## config.mk

```make
export PLATFORM = sky130hd
export DESIGN_NAME = serdes_sync_mon
export DESIGN_NICKNAME = d
export VERILOG_FILES = /design/src/rtl/serdes_sync_mon.sv
export SDC_FILE = /design/constraint.sdc
export NUM_CORES = 1
export LEC_CHECK = 0
export CAP_MARGIN = 40
export CORE_ASPECT_RATIO = 1.5
export CORE_UTILIZATION = 51
export CTS_BUF_LIST = sky130_fd_sc_hd__clkbuf_16
export DETAILED_ROUTE_END_ITERATION = 10
export PLACE_DENSITY = 0.76
export SYNTH_ARGS = -nofsm -noshare
export SYNTH_HDL_FRONTEND = slang
export SYNTH_SLANG_ARGS = --single-unit
```

## constraint.sdc

```tcl
create_clock -name i_clk -period 2.4 [get_ports i_clk]
set_input_delay 0.48 -clock i_clk [delete_from_list [all_inputs] [get_ports i_clk]]
set_output_delay 0.48 -clock i_clk [all_outputs]
set_load 0.005 [all_outputs]
```

## src/rtl/serdes_sync_mon.sv

```systemverilog
// serdes_sync_mon: fast-clock monitor for the SERDES word-sync strobe.
// Predicts the word slot, qualifies lock and counts sync errors while locked.
module serdes_sync_mon #(
  parameter int RATIO      = 4,
  parameter int LOCK_CNT   = 8,
  parameter int UNLOCK_CNT = 2,
  parameter int ERR_W      = 8
) (
  input  logic                     i_clk,
  input  logic                     i_rst_n,
  input  logic                     i_sync,
  input  logic                     i_err_clr,
  output logic [$clog2(RATIO)-1:0] o_phase,
  output logic                     o_phase_first,
  output logic                     o_locked,
  output logic                     o_err_pulse,
  output logic [ERR_W-1:0]         o_err_cnt
);

  localparam int PW = $clog2(RATIO);
  localparam logic [PW-1:0]    PHASE_LAST  = PW'(RATIO - 1);
  localparam logic [PW-1:0]    PHASE_ONE   = PW'(1);
  localparam logic [7:0]       GOOD_TARGET = 8'(LOCK_CNT);
  localparam logic [3:0]       BAD_TARGET  = 4'(UNLOCK_CNT);
  localparam logic [ERR_W-1:0] ERR_MAX     = '1;
  localparam logic [ERR_W-1:0] ERR_ONE     = ERR_W'(1);

  typedef enum logic [1:0] {HUNT, VERIFY, LOCKED} state_t;

  state_t           r_state;
  logic [PW-1:0]    r_phase;
  logic [7:0]       r_goodCnt;
  logic [3:0]       r_badCnt;
  logic             r_phaseFirst;
  logic             r_locked;
  logic             r_errPulse;
  logic [ERR_W-1:0] r_errCnt;

  logic             w_expected;
  logic             w_good;
  logic             w_early;
  logic             w_miss;
  logic             w_errEvent;
  logic [PW-1:0]    w_phaseInc;
  logic [7:0]       w_goodNext;
  logic [3:0]       w_badNext;

  // A slot is expected only once some sync has anchored the phase.
  assign w_expected = (r_state != HUNT) && (r_phase == '0);
  assign w_good     = i_sync && w_expected;
  assign w_early    = i_sync && !w_expected;
  assign w_miss     = !i_sync && w_expected;
  assign w_errEvent = (r_state == LOCKED) && (w_early || w_miss);
  assign w_phaseInc = (r_phase == PHASE_LAST) ? '0 : r_phase + PHASE_ONE;
  assign w_goodNext = r_goodCnt + 8'd1;
  assign w_badNext  = r_badCnt + 4'd1;

  always_ff @(posedge i_clk) begin
    if (!i_rst_n) begin
      r_state      <= HUNT;
      r_phase      <= '0;
      r_goodCnt    <= '0;
      r_badCnt     <= '0;
      r_phaseFirst <= 1'b0;
      r_locked     <= 1'b0;
      r_errPulse   <= 1'b0;
      r_errCnt     <= '0;
    end else begin
      r_errPulse <= w_errEvent;
      if (i_err_clr) begin
        r_errCnt <= '0;
      end else if (w_errEvent && (r_errCnt != ERR_MAX)) begin
        r_errCnt <= r_errCnt + ERR_ONE;
      end

      case (r_state)
        HUNT: begin
          r_phaseFirst <= 1'b0;
          r_locked     <= 1'b0;
          r_badCnt     <= '0;
          if (i_sync) begin
            r_state   <= VERIFY;
            r_goodCnt <= '0;
            r_phase   <= PHASE_ONE;
          end else begin
            r_phase <= '0;
          end
        end

        VERIFY: begin
          if (w_good) begin
            r_phase      <= w_phaseInc;
            r_phaseFirst <= (w_phaseInc == '0);
            if (w_goodNext == GOOD_TARGET) begin
              r_state   <= LOCKED;
              r_locked  <= 1'b1;
              r_badCnt  <= '0;
              r_goodCnt <= '0;
            end else begin
              r_goodCnt <= w_goodNext;
            end
          end else if (w_early) begin
            r_phase      <= PHASE_ONE;
            r_phaseFirst <= 1'b0;
            r_goodCnt    <= '0;
          end else if (w_miss) begin
            r_state      <= HUNT;
            r_phase      <= '0;
            r_phaseFirst <= 1'b0;
            r_goodCnt    <= '0;
          end else begin
            r_phase      <= w_phaseInc;
            r_phaseFirst <= (w_phaseInc == '0);
          end
        end

        LOCKED: begin
          // Once locked, stray syncs never move the phase; only losing lock resets it.
          if ((w_early || w_miss) && (w_badNext == BAD_TARGET)) begin
            r_state      <= HUNT;
            r_phase      <= '0;
            r_phaseFirst <= 1'b0;
            r_locked     <= 1'b0;
            r_badCnt     <= '0;
          end else begin
            r_phase      <= w_phaseInc;
            r_phaseFirst <= (w_phaseInc == '0);
            if (w_good) begin
              r_badCnt <= '0;
            end else if (w_early || w_miss) begin
              r_badCnt <= w_badNext;
            end
          end
        end

        default: begin
          r_state <= HUNT;
        end
      endcase
    end
  end

  assign o_phase       = r_phase;
  assign o_phase_first = r_phaseFirst;
  assign o_locked      = r_locked;
  assign o_err_pulse   = r_errPulse;
  assign o_err_cnt     = r_errCnt;

endmodule

```

==> impl_results.md <==
* Outcome: finished clean
* Final setup TNS at 0 ns
* Worst-Skew Late Latency at 0.27 ns
* NumNets Final at 248
* Pwr Total at 1.25 mW
* WL met3 at 94 microns
* Worst EP arrival at 2.44 ns
* Leak at 0.802 nW
* Hold WS at 0.459 ns
* Max Used Layer: met4
* Clock buffer depth at 2
* Synth area leaders: dfxtp_1, ha_1, nor2_1, nand2_1, a21oi_1
* Clock skew at 0.00486 ns
* Hold Crit Class: register to register
* Slew margin rel. at 0.711
* Minimum clock period at 2.26 ns
* #FFs+latches synth at 27
* Tcrit/Tclk final at 0.943
* CP Max Fanout at 4
* Setup-failing EPs final at 0
* 1st-iter DRT viols at 61
* Leading area contributor after synthesis: dfxtp_1
* Starting Density at 0.534
* Final WL at 3840 microns
* Via density at 5.72
* R2r worst-path depth at 9
* CP max stage cell: o41ai_4
* Worst VDD drop at 0.519 mV
* Worst Path Required at 2.58 ns
* Mean Syn Cell Area at 8.43 sq um
* Worst-Margin Slew at 0.430 ns
* RSZ-0062 raised after global routing: no
* Fin. Hold Viols at 0
* Share of post-route cells with drive strength above 1 at 0.123
* Area delta synth->final at 23.1%
* Startpoint Class: register
* DRT Pass-1 Iters at 5
* Site Rows at 25
* Synth Instances at 198
* Share of the synthesized area in the top cell type at 0.324
* Horiz. Die Dim at 48.7 microns
* Post-DP HPWL at 2900 microns
* Die area at 3510 sq um
* Pre-CTS WS at -0.0288 ns
* Die H at 72.1 microns
* Final worst setup slack at 0.137 ns
* CORE AREA at 3130 sq um
* Top FF cell, synth: dfxtp_1
* Worst Setup End Kind: register
* Yosys warning count at 0
* Synth async-reset ratio at 0
* IO buf count at 16
* Initial antenna violation count at 0
* Post-Syn Nets at 218
* Crit path kind: register to register
* Largest net degree at the start of global routing at 16
* GR Util All Layers at 0.237
* ANT cells at 0
* CP cell instances: inv_1, ha_1, nand2b_4, inv_2, ha_1, nand2b_1, o41ai_4, a31oi_1, a311oi_1
* Sink Count at 27
* CP delay by family, top: compound AO/OA/AOI/OAI gates
* Post-synth EDFFs at 0
* Routability cong. at 0.854
* P per Cell Area at 611 nW/um^2
* Clk root buf: clkbuf_16
* H-tree levels at 1
* Worst path most repeated cell: ha_1
* CTS buffer count at 3
* Fillers at 259
* Number of global-route vias before repair at 1513
* Synthesized area at 1670 sq um
* Synth cell types at 47
* Max cap viols at 0
* Top-Level Pins at 17
* Grt ovf at 0
* # DRC at 0
* Critical path depth in cells at 9
* Clock-pin slew on the worst setup and hold paths at 0.07 ns
* First-pass GRT wire length at 6560 microns
* Final Slew Violations at 0
* Met1 WL at 1580 microns
* WHS Path Cells at 2
* Routed met2 length at 2120 microns
* Crit path largest cell delay at 0.41 ns
* FMAX at 442 MHz
* Reg2Reg Setup Slack at 0.14 ns
* DR WL/cell at 14.4 microns
* Vias after detailed routing at 1526
* CTS tree: yes
* Post-DRT Antenna Nets at 0
* Post-CTS Setup Bufs at 0
* Cts hold-fix bufs at 0
* Post-synthesis sequential area ratio at 0.324
* Buf/Inv on CP at 2
[Yosys cell counts, drive strengths merged (2+ instances only)]
cell type	instances
dfxtp	27
nor2	23
nand2	22
ha	16
a21oi	12
inv	10
o21ai	7
nand2b	6
and3	5
nand3	5
a211o	4
a311oi	4
buf	4
nor2b	4
or3	4
xor2	4
a21o	3
mux2i	3
nand4	3
nor3	3
xnor2	3
a211oi	2
a22o	2
a31oi	2
clkbuf	2
nor4	2
o21bai	2
[layout make-up]
cell class	instances	area, sq um	area share
Multi-Input combinational cell	155	1070	0.522
Sequential cell	27	542	0.264
Timing Repair Buffer	31	273	0.133
Clock buffer	3	75.1	0.0365
Tap cell	40	50.0	0.0244
Inverter	10	37.5	0.0183
Clock inverter	1	5.00	0.00244
[repair_timing]
item	CTS	global route
setup endpoints to repair	0	22
endpoints found under the hold margin	0	0
gates resized for setup	0	3
[cells in the final DEF, fill, tap and decap left out, types with 4 or more instances in the layout]
cell type	instances
a21oi_1	12
buf_4	15
o21ai_0	6
xor2_1	4
inv_1	9
clkdlybuf4s50_1	16
nor2_1	23
a211o_1	4
nand2b_1	5
nand2_1	22
nor2b_1	4
nand3_1	4
and3_1	5
dfxtp_1	26
ha_1	16
[sequential cells by signal (all words and copies together) (netlist names)]
| signal | cells |
|---|---|
| r_badCnt | 4 |
| r_goodCnt | 8 |
| o_locked | 1 |
| r_state | 2 |
| o_phase_first | 1 |
| o_err_cnt | 8 |
| o_phase | 2 |
| o_err_pulse | 1 |
[stage by stage]
step	utilization	cells	instance area (sq um)
6_report	0.657	267	2050
5_1_grt	0.657	267	2050
4_1_cts	0.654	267	2050
3_5_place_dp	0.628	263	1970
3_3_place_gp	0.628	263	1970
2_1_floorplan	-	198	1670
[worst register-to-register path, stage by stage, from the launching register on]
cell      delay (ns)
dfxtp_2         0.36
inv_1           0.08
ha_1            0.23
nand2b_4        0.16
inv_2           0.07
ha_1            0.24
nand2b_1        0.20
o41ai_4         0.42
a31oi_1         0.16
a311oi_1        0.26
[power breakdown]
group	internal [mW]	switching, mW
clock	0.225	0.157
sequential	0.464	0.0130
combinational	0.177	0.219
total	0.866	0.389
[routing by layer]
metal,track usage,vias up
met2,0.463,29
met5,0,-
li1,-,758
met4,0.111,0
met1,0.245,731
met3,0.0314,8
[cell families (layout without fill, tap and decap cells)]
kind of cell | after synthesis | count (layout) | share of synthesized area
buffers and inverters | 16 | 45 | 0.0382
DFF | 27 | 27 | 0.324
and+or+nand+nor | 84 | 84 | 0.253
adders and majority gates | 16 | 16 | 0.120
muxes | 3 | 3 | 0.0180
xor gates and xnor gates | 7 | 7 | 0.0367
AOI/OAI and AO/OA | 45 | 45 | 0.210
[worst paths after layout]
path,startpoint,to
setup / recovery,r_state[0],r_state[1]
hold / removal,o_phase_first,o_phase_first
setup reg to reg,r_state[0],r_state[1]
hold reg to reg,o_phase_first,o_phase_first
(Power assumes the default switching activity.)
